## src/rtl/elevator_scheduler.sv

```systemverilog
// Single-car elevator controller: latches floor calls and serves them with
// LOOK scheduling, stepping one floor per travel interval and timing the door.
//
// Ports:
//   clk         system clock, rising edge
//   reset       synchronous active-high reset
//   req         per-floor call buttons
//   floor       current car floor index
//   moving_up   car travelling up
//   moving_down car travelling down
//   door_open   door dwell in progress
//   pending     registered outstanding calls
module elevator_scheduler #(
  parameter int NFLOORS     = 6,
  parameter int MOVE_CYCLES = 4,
  parameter int DOOR_CYCLES = 8
) (
  input  logic               clk,
  input  logic               reset,
  input  logic [NFLOORS-1:0] req,
  output logic [3:0]         floor,
  output logic               moving_up,
  output logic               moving_down,
  output logic               door_open,
  output logic [NFLOORS-1:0] pending
);

  localparam int MW = (MOVE_CYCLES > 1) ? $clog2(MOVE_CYCLES) : 1;
  localparam int DW = (DOOR_CYCLES > 1) ? $clog2(DOOR_CYCLES) : 1;
  localparam logic [MW-1:0] MLAST = MW'(MOVE_CYCLES - 1);
  localparam logic [DW-1:0] DLAST = DW'(DOOR_CYCLES - 1);
  localparam logic [3:0]    FTOP  = 4'(NFLOORS - 1);

  typedef enum logic [1:0] {
    S_IDLE,
    S_UP,
    S_DOWN,
    S_DOOR
  } state_e;

  state_e             state_q, state_d;
  logic [3:0]         floor_q, floor_d;
  logic [NFLOORS-1:0] pend_q, pend_d;
  logic               last_up_q, last_up_d;
  logic [MW-1:0]      move_cnt_q, move_cnt_d;
  logic [DW-1:0]      door_cnt_q, door_cnt_d;

  logic [NFLOORS-1:0] f_oh, nf_oh;
  logic [3:0]         nf;
  logic               here, above, below;
  logic               nf_here, nf_above, nf_below;
  logic               req_here;

  function automatic logic any_above(
    input logic [NFLOORS-1:0] p,
    input logic [3:0]         f
  );
    any_above = 1'b0;
    for (int i = 0; i < NFLOORS; i++)
      if (p[i] && (i > int'(f))) any_above = 1'b1;
  endfunction

  function automatic logic any_below(
    input logic [NFLOORS-1:0] p,
    input logic [3:0]         f
  );
    any_below = 1'b0;
    for (int i = 0; i < NFLOORS; i++)
      if (p[i] && (i < int'(f))) any_below = 1'b1;
  endfunction

  // Floor one step along the current travel direction, clamped at the ends.
  always_comb begin
    nf = floor_q;
    if (state_q == S_UP && floor_q != FTOP)
      nf = floor_q + 4'd1;
    else if (state_q == S_DOWN && floor_q != 4'd0)
      nf = floor_q - 4'd1;
  end

  assign f_oh     = NFLOORS'(1) << floor_q;
  assign nf_oh    = NFLOORS'(1) << nf;
  assign here     = |(pend_q & f_oh);
  assign req_here = |(req & f_oh);
  assign above    = any_above(pend_q, floor_q);
  assign below    = any_below(pend_q, floor_q);
  assign nf_here  = |(pend_q & nf_oh);
  assign nf_above = any_above(pend_q, nf);
  assign nf_below = any_below(pend_q, nf);

  always_comb begin
    state_d    = state_q;
    floor_d    = floor_q;
    last_up_d  = last_up_q;
    move_cnt_d = move_cnt_q;
    door_cnt_d = door_cnt_q;
    pend_d     = pend_q | req;
    unique case (state_q)
      S_IDLE: begin
        if (here) begin
          state_d    = S_DOOR;
          door_cnt_d = '0;
        end else if (above) begin
          state_d    = S_UP;
          last_up_d  = 1'b1;
          move_cnt_d = '0;
        end else if (below) begin
          state_d    = S_DOWN;
          last_up_d  = 1'b0;
          move_cnt_d = '0;
        end
      end
      S_UP, S_DOWN: begin
        if (move_cnt_q == MLAST) begin
          move_cnt_d = '0;
          floor_d    = nf;
          if (nf_here) begin
            state_d    = S_DOOR;
            door_cnt_d = '0;
          end else if (state_q == S_UP && nf_above) begin
            state_d = S_UP;
          end else if (state_q == S_DOWN && nf_below) begin
            state_d = S_DOWN;
          end else if (state_q == S_UP && nf_below) begin
            state_d   = S_DOWN;
            last_up_d = 1'b0;
          end else if (state_q == S_DOWN && nf_above) begin
            state_d   = S_UP;
            last_up_d = 1'b1;
          end else begin
            state_d = S_IDLE;
          end
        end else begin
          move_cnt_d = move_cnt_q + MW'(1);
        end
      end
      S_DOOR: begin
        // A press at the open floor is absorbed and holds the door.
        pend_d = (pend_q | req) & ~f_oh;
        if (req_here) begin
          door_cnt_d = '0;
        end else if (door_cnt_q == DLAST) begin
          move_cnt_d = '0;
          if (last_up_q) begin
            if (above) state_d = S_UP;
            else if (below) begin
              state_d   = S_DOWN;
              last_up_d = 1'b0;
            end else state_d = S_IDLE;
          end else begin
            if (below) state_d = S_DOWN;
            else if (above) begin
              state_d   = S_UP;
              last_up_d = 1'b1;
            end else state_d = S_IDLE;
          end
        end else begin
          door_cnt_d = door_cnt_q + DW'(1);
        end
      end
      default: state_d = S_IDLE;
    endcase
  end

  always_ff @(posedge clk) begin
    if (reset) begin
      state_q    <= S_IDLE;
      floor_q    <= '0;
      pend_q     <= '0;
      last_up_q  <= 1'b1;
      move_cnt_q <= '0;
      door_cnt_q <= '0;
    end else begin
      state_q    <= state_d;
      floor_q    <= floor_d;
      pend_q     <= pend_d;
      last_up_q  <= last_up_d;
      move_cnt_q <= move_cnt_d;
      door_cnt_q <= door_cnt_d;
    end
  end

  assign floor       = floor_q;
  assign pending     = pend_q;
  assign moving_up   = (state_q == S_UP);
  assign moving_down = (state_q == S_DOWN);
  assign door_open   = (state_q == S_DOOR);

endmodule

```

## config.mk

```make
export PLATFORM = sky130hd
export DESIGN_NAME = elevator_scheduler
export DESIGN_NICKNAME = d
export VERILOG_FILES = /design/src/rtl/elevator_scheduler.sv
export SDC_FILE = /design/constraint.sdc
export NUM_CORES = 1
export LEC_CHECK = 0
export BUFFER_PORTS_ARGS = -buffer_cell sky130_fd_sc_hd__buf_2
export CORE_AREA = 3 3 61 63
export CTS_CLUSTER_SIZE = 20
export DETAILED_ROUTE_END_ITERATION = 8
export DIE_AREA = 0 0 64 66
export GPL_TIMING_DRIVEN = 0
export PLACE_DENSITY = 0.75
export SLEW_MARGIN = 10
export SYNTH_ARGS = -nofsm -noshare
export SYNTH_HDL_FRONTEND = slang
export SYNTH_SLANG_ARGS = --single-unit
```

## constraint.sdc

```tcl
create_clock -name clk -period 3.2 [get_ports clk]
set_input_delay 0.16 -clock clk [delete_from_list [all_inputs] [get_ports clk]]
set_output_delay 0.16 -clock clk [all_outputs]
set_load 0.02 [all_outputs]
```

==> flow_metrics.tcl <==
set metrics [dict create \
    drc 0 \
    cp.depth 14 \
    grtUsageMet2_pct 42.8 \
    hold_ws_ps 121 \
    drt_pass1_iterations 6 \
    clkSlewWorstSetupHoldPaths_ps 110 \
    relSlewSlack_pct 60.8 \
    finalHoldViolations 0 \
    r2r-start "floor[1]" \
    finClkSkew_ps 7.63 \
    synth-edff-count 0 \
    power.total_mw 1.06 \
    tritoncts "built" \
    routed_wl_mm 5.51 \
    multi_input_area_um2 1490 \
    grt_util_met1_pct 29.6 \
    cp_top_family "simple AND/OR/NAND/NOR gates" \
    rrSetupSlack_ps 20 \
    final_antenna_net_count 0 \
    cp-startpoint "floor[1]" \
    synthFlopType "dfxtp_1" \
    leakagePower_nw 0.894 \
    gp_congestion 0.976 \
    areaGrowthSynthToFinish_pct 30.7 \
    syn_avg_cell_area_um2 7.75 \
    slowest_stage "or4_4" \
    core_area_um2 3280 \
    syn_nets 249 \
    power-per-cell-area_nw_per_um2 466 \
    diodes 0 \
    grt_usage_pct 24.5 \
    portBuffers 19 \
    yosys_warnings 0 \
    reg2reg_to "state_q[0]" \
    grt.overflow.total 0 \
    antenna_found_initial 0 \
    layout_commonest_cell "buf_2" \
    dp_hpwl_mm 3.58 \
    criticalPathCategory "flop to flop" \
    slowest_delay_ps 530 \
    path_max_fanout 7 \
    mostFrequentLayoutCells "buf_2, nand2_1, nor2_1, dfxtp_1, a21oi_1" \
    worstPathRequired_ps 3400 \
    syn-cell-area_um2 1750 \
    status "finished clean" \
    grt_max_degree 12 \
    crit_chain "buf_6 > clkinvlp_4 > ha_4 > buf_4 > ha_1 > nand2_1 > o211ai_1 > mux2i_4 > a2111oi_4 > nor3_2 > nor2_1 > or4_4 > a31oi_2 > a2111oi_2" \
    fillers 247 \
    viasPerCell 6.60 \
    chipHeight_um 66 \
    vdd_drop_max_uv 392 \
    vias 2025 \
    die_w_um 64 \
    met3_usage_pct 4.08 \
    cts_sinks 18 \
    die_area_um2 4220 \
    nets 285 \
    insertion_delay_ps 310 \
    hold_buffers 0 \
    max_freq_ghz 0.314 \
    worst_setup_path_end_kind "flop" \
    critPathLaunchType "flop" \
    min_period_over_period_pct 99.5 \
    worst-path-buf-inv 3 \
    htree_levels 1 \
    setup_viol 0 \
    clockBufferDepth 2 \
    critPathCapture "state_q[0]" \
    cts_made_buffers 3 \
    wl_per_cell_um 17.9 \
    utilization_pct 69.6 \
    ioPinCount 21 \
    regArea_um2 365 \
    cts.root.buffer_cell "clkbuf_4" \
    ys_types 58 \
    grt_pass1_vias 1838 \
    async_flop_share_pct 0 \
    worst_slew_pin_slew_ps 586 \
    drive_above_1_share_pct 33.0 \
    r2r_cells 14 \
    grt_pass1_wl_mm 8.18 \
    drt_iter0_markers 280 \
    drv_slew 0 \
    cp.arrival_ps 3380 \
    row_count 21 \
    grt-busiest-layer "met2" \
    hold_path_class "primary input to flop" \
    maxCapViolCount 0 \
    synth_seq_cells 18 \
    synth_sequential_area_ratio_pct 20.6 \
    post-route-min-period_ps 3180 \
    netlist_instances 226 \
    start_util_pct 53.3 \
]
worst register-to-register path: stages (launching register included):
cell	delay [ps]
dfxtp_2	380
buf_6	140
clkinvlp_4	140
ha_4	210
buf_4	160
ha_1	280
nand2_1	70
o211ai_1	140
mux2i_4	290
a2111oi_4	60
nor3_2	300
nor2_1	100
or4_4	530
a31oi_2	220
a2111oi_2	70
Yosys cell counts (4+ instances only):
library cell	instances	area share [%]
nor2_1	20	4.3
clkbuf_1	6	1.3
a21oi_1	15	4.3
inv_1	12	2.6
nor4_1	5	1.8
buf_2	7	2.0
nand2_1	20	4.3
o21ai_0	14	4.0
a2111oi_0	4	2.0
dfxtp_1	18	21
a211oi_1	4	1.7
o211ai_1	4	1.7
nand3_1	10	2.9
ha_1	15	11
nand2b_1	5	1.8
nor2b_1	4	1.4
worst min-delay path by stage:
stage / startpoint / end / slack (ps) / cells after the start
2_1_floorplan: req[1] / pending[1] / 330 / 2
3_3_place_gp: move_cnt_q[1] / move_cnt_q[1] / 450 / 2
3_5_place_dp: req[1] / pending[1] / 450 / 3
4_1_cts: req[1] / pending[1] / 120 / 3
5_1_grt: req[4] / pending[4] / 130 / 3
6_report: req[1] / pending[1] / 120 / 3
stage by stage:
step | area [um2] | setup WS (ps) | TNS (ps) | std cells
floorplan | 1750 | 95.8 | 0 | 226
detailed placement | 1900 | -310 | -962 | 291
CTS | 1990 | 8.67 | 0 | 296
finish | 2290 | 16.3 | 0 | 307
global route | 2290 | -92.2 | -270 | 307
global placement | 1900 | -325 | -853 | 291
where the power goes:
group | internal [mW] | switching [mW] | total [mW]
Clock | 0.0696 | 0.0791 | 0.149
Combinational | 0.247 | 0.386 | 0.633
Sequential | 0.254 | 0.0290 | 0.283
Total | 0.571 | 0.494 | 1.06
registers in the layout, indices dropped and copies added, names as in the netlist:
| register | flops |
|---|---|
| state_q | 2 |
| move_cnt_q | 2 |
| floor | 4 |
| pending | 6 |
| door_cnt_q | 3 |
| last_up_q | 1 |
timing repair:
item                       4_1_cts  5_1_grt
buffers inserted                 1       11
pin swaps                        2       16
resized for setup               11       45
setup endpoints to repair        6        6
hold endpoints to repair         0        0
final cells by class:
class	count	share of cell area, %
multi-input cells	180	65.3
flip-flops and latches	18	16.0
repair buffers	31	8.26
plain buffers	15	4.10
well taps	46	2.52
inverters	13	2.30
clock buffers	4	1.59
metal layers:
metal / vias up / wire [um]
li1: 934 / -
met1: 955 / 2220
met3: 24 / 393
met5: - / 0
met4: 0 / 164
met2: 112 / 2730
logic make-up after synthesis:
| logic type | synth area share, % |
|---|---|
| and+or+nand+nor | 25.5 |
| AOI/OAI and AO/OA | 32.2 |
| buffers and inverters | 7.36 |
| DFF | 20.6 |
| adders and majority gates | 11.3 |
| muxes | 3.00 |
No activity file was read; power rests on OpenSTA's default activity.
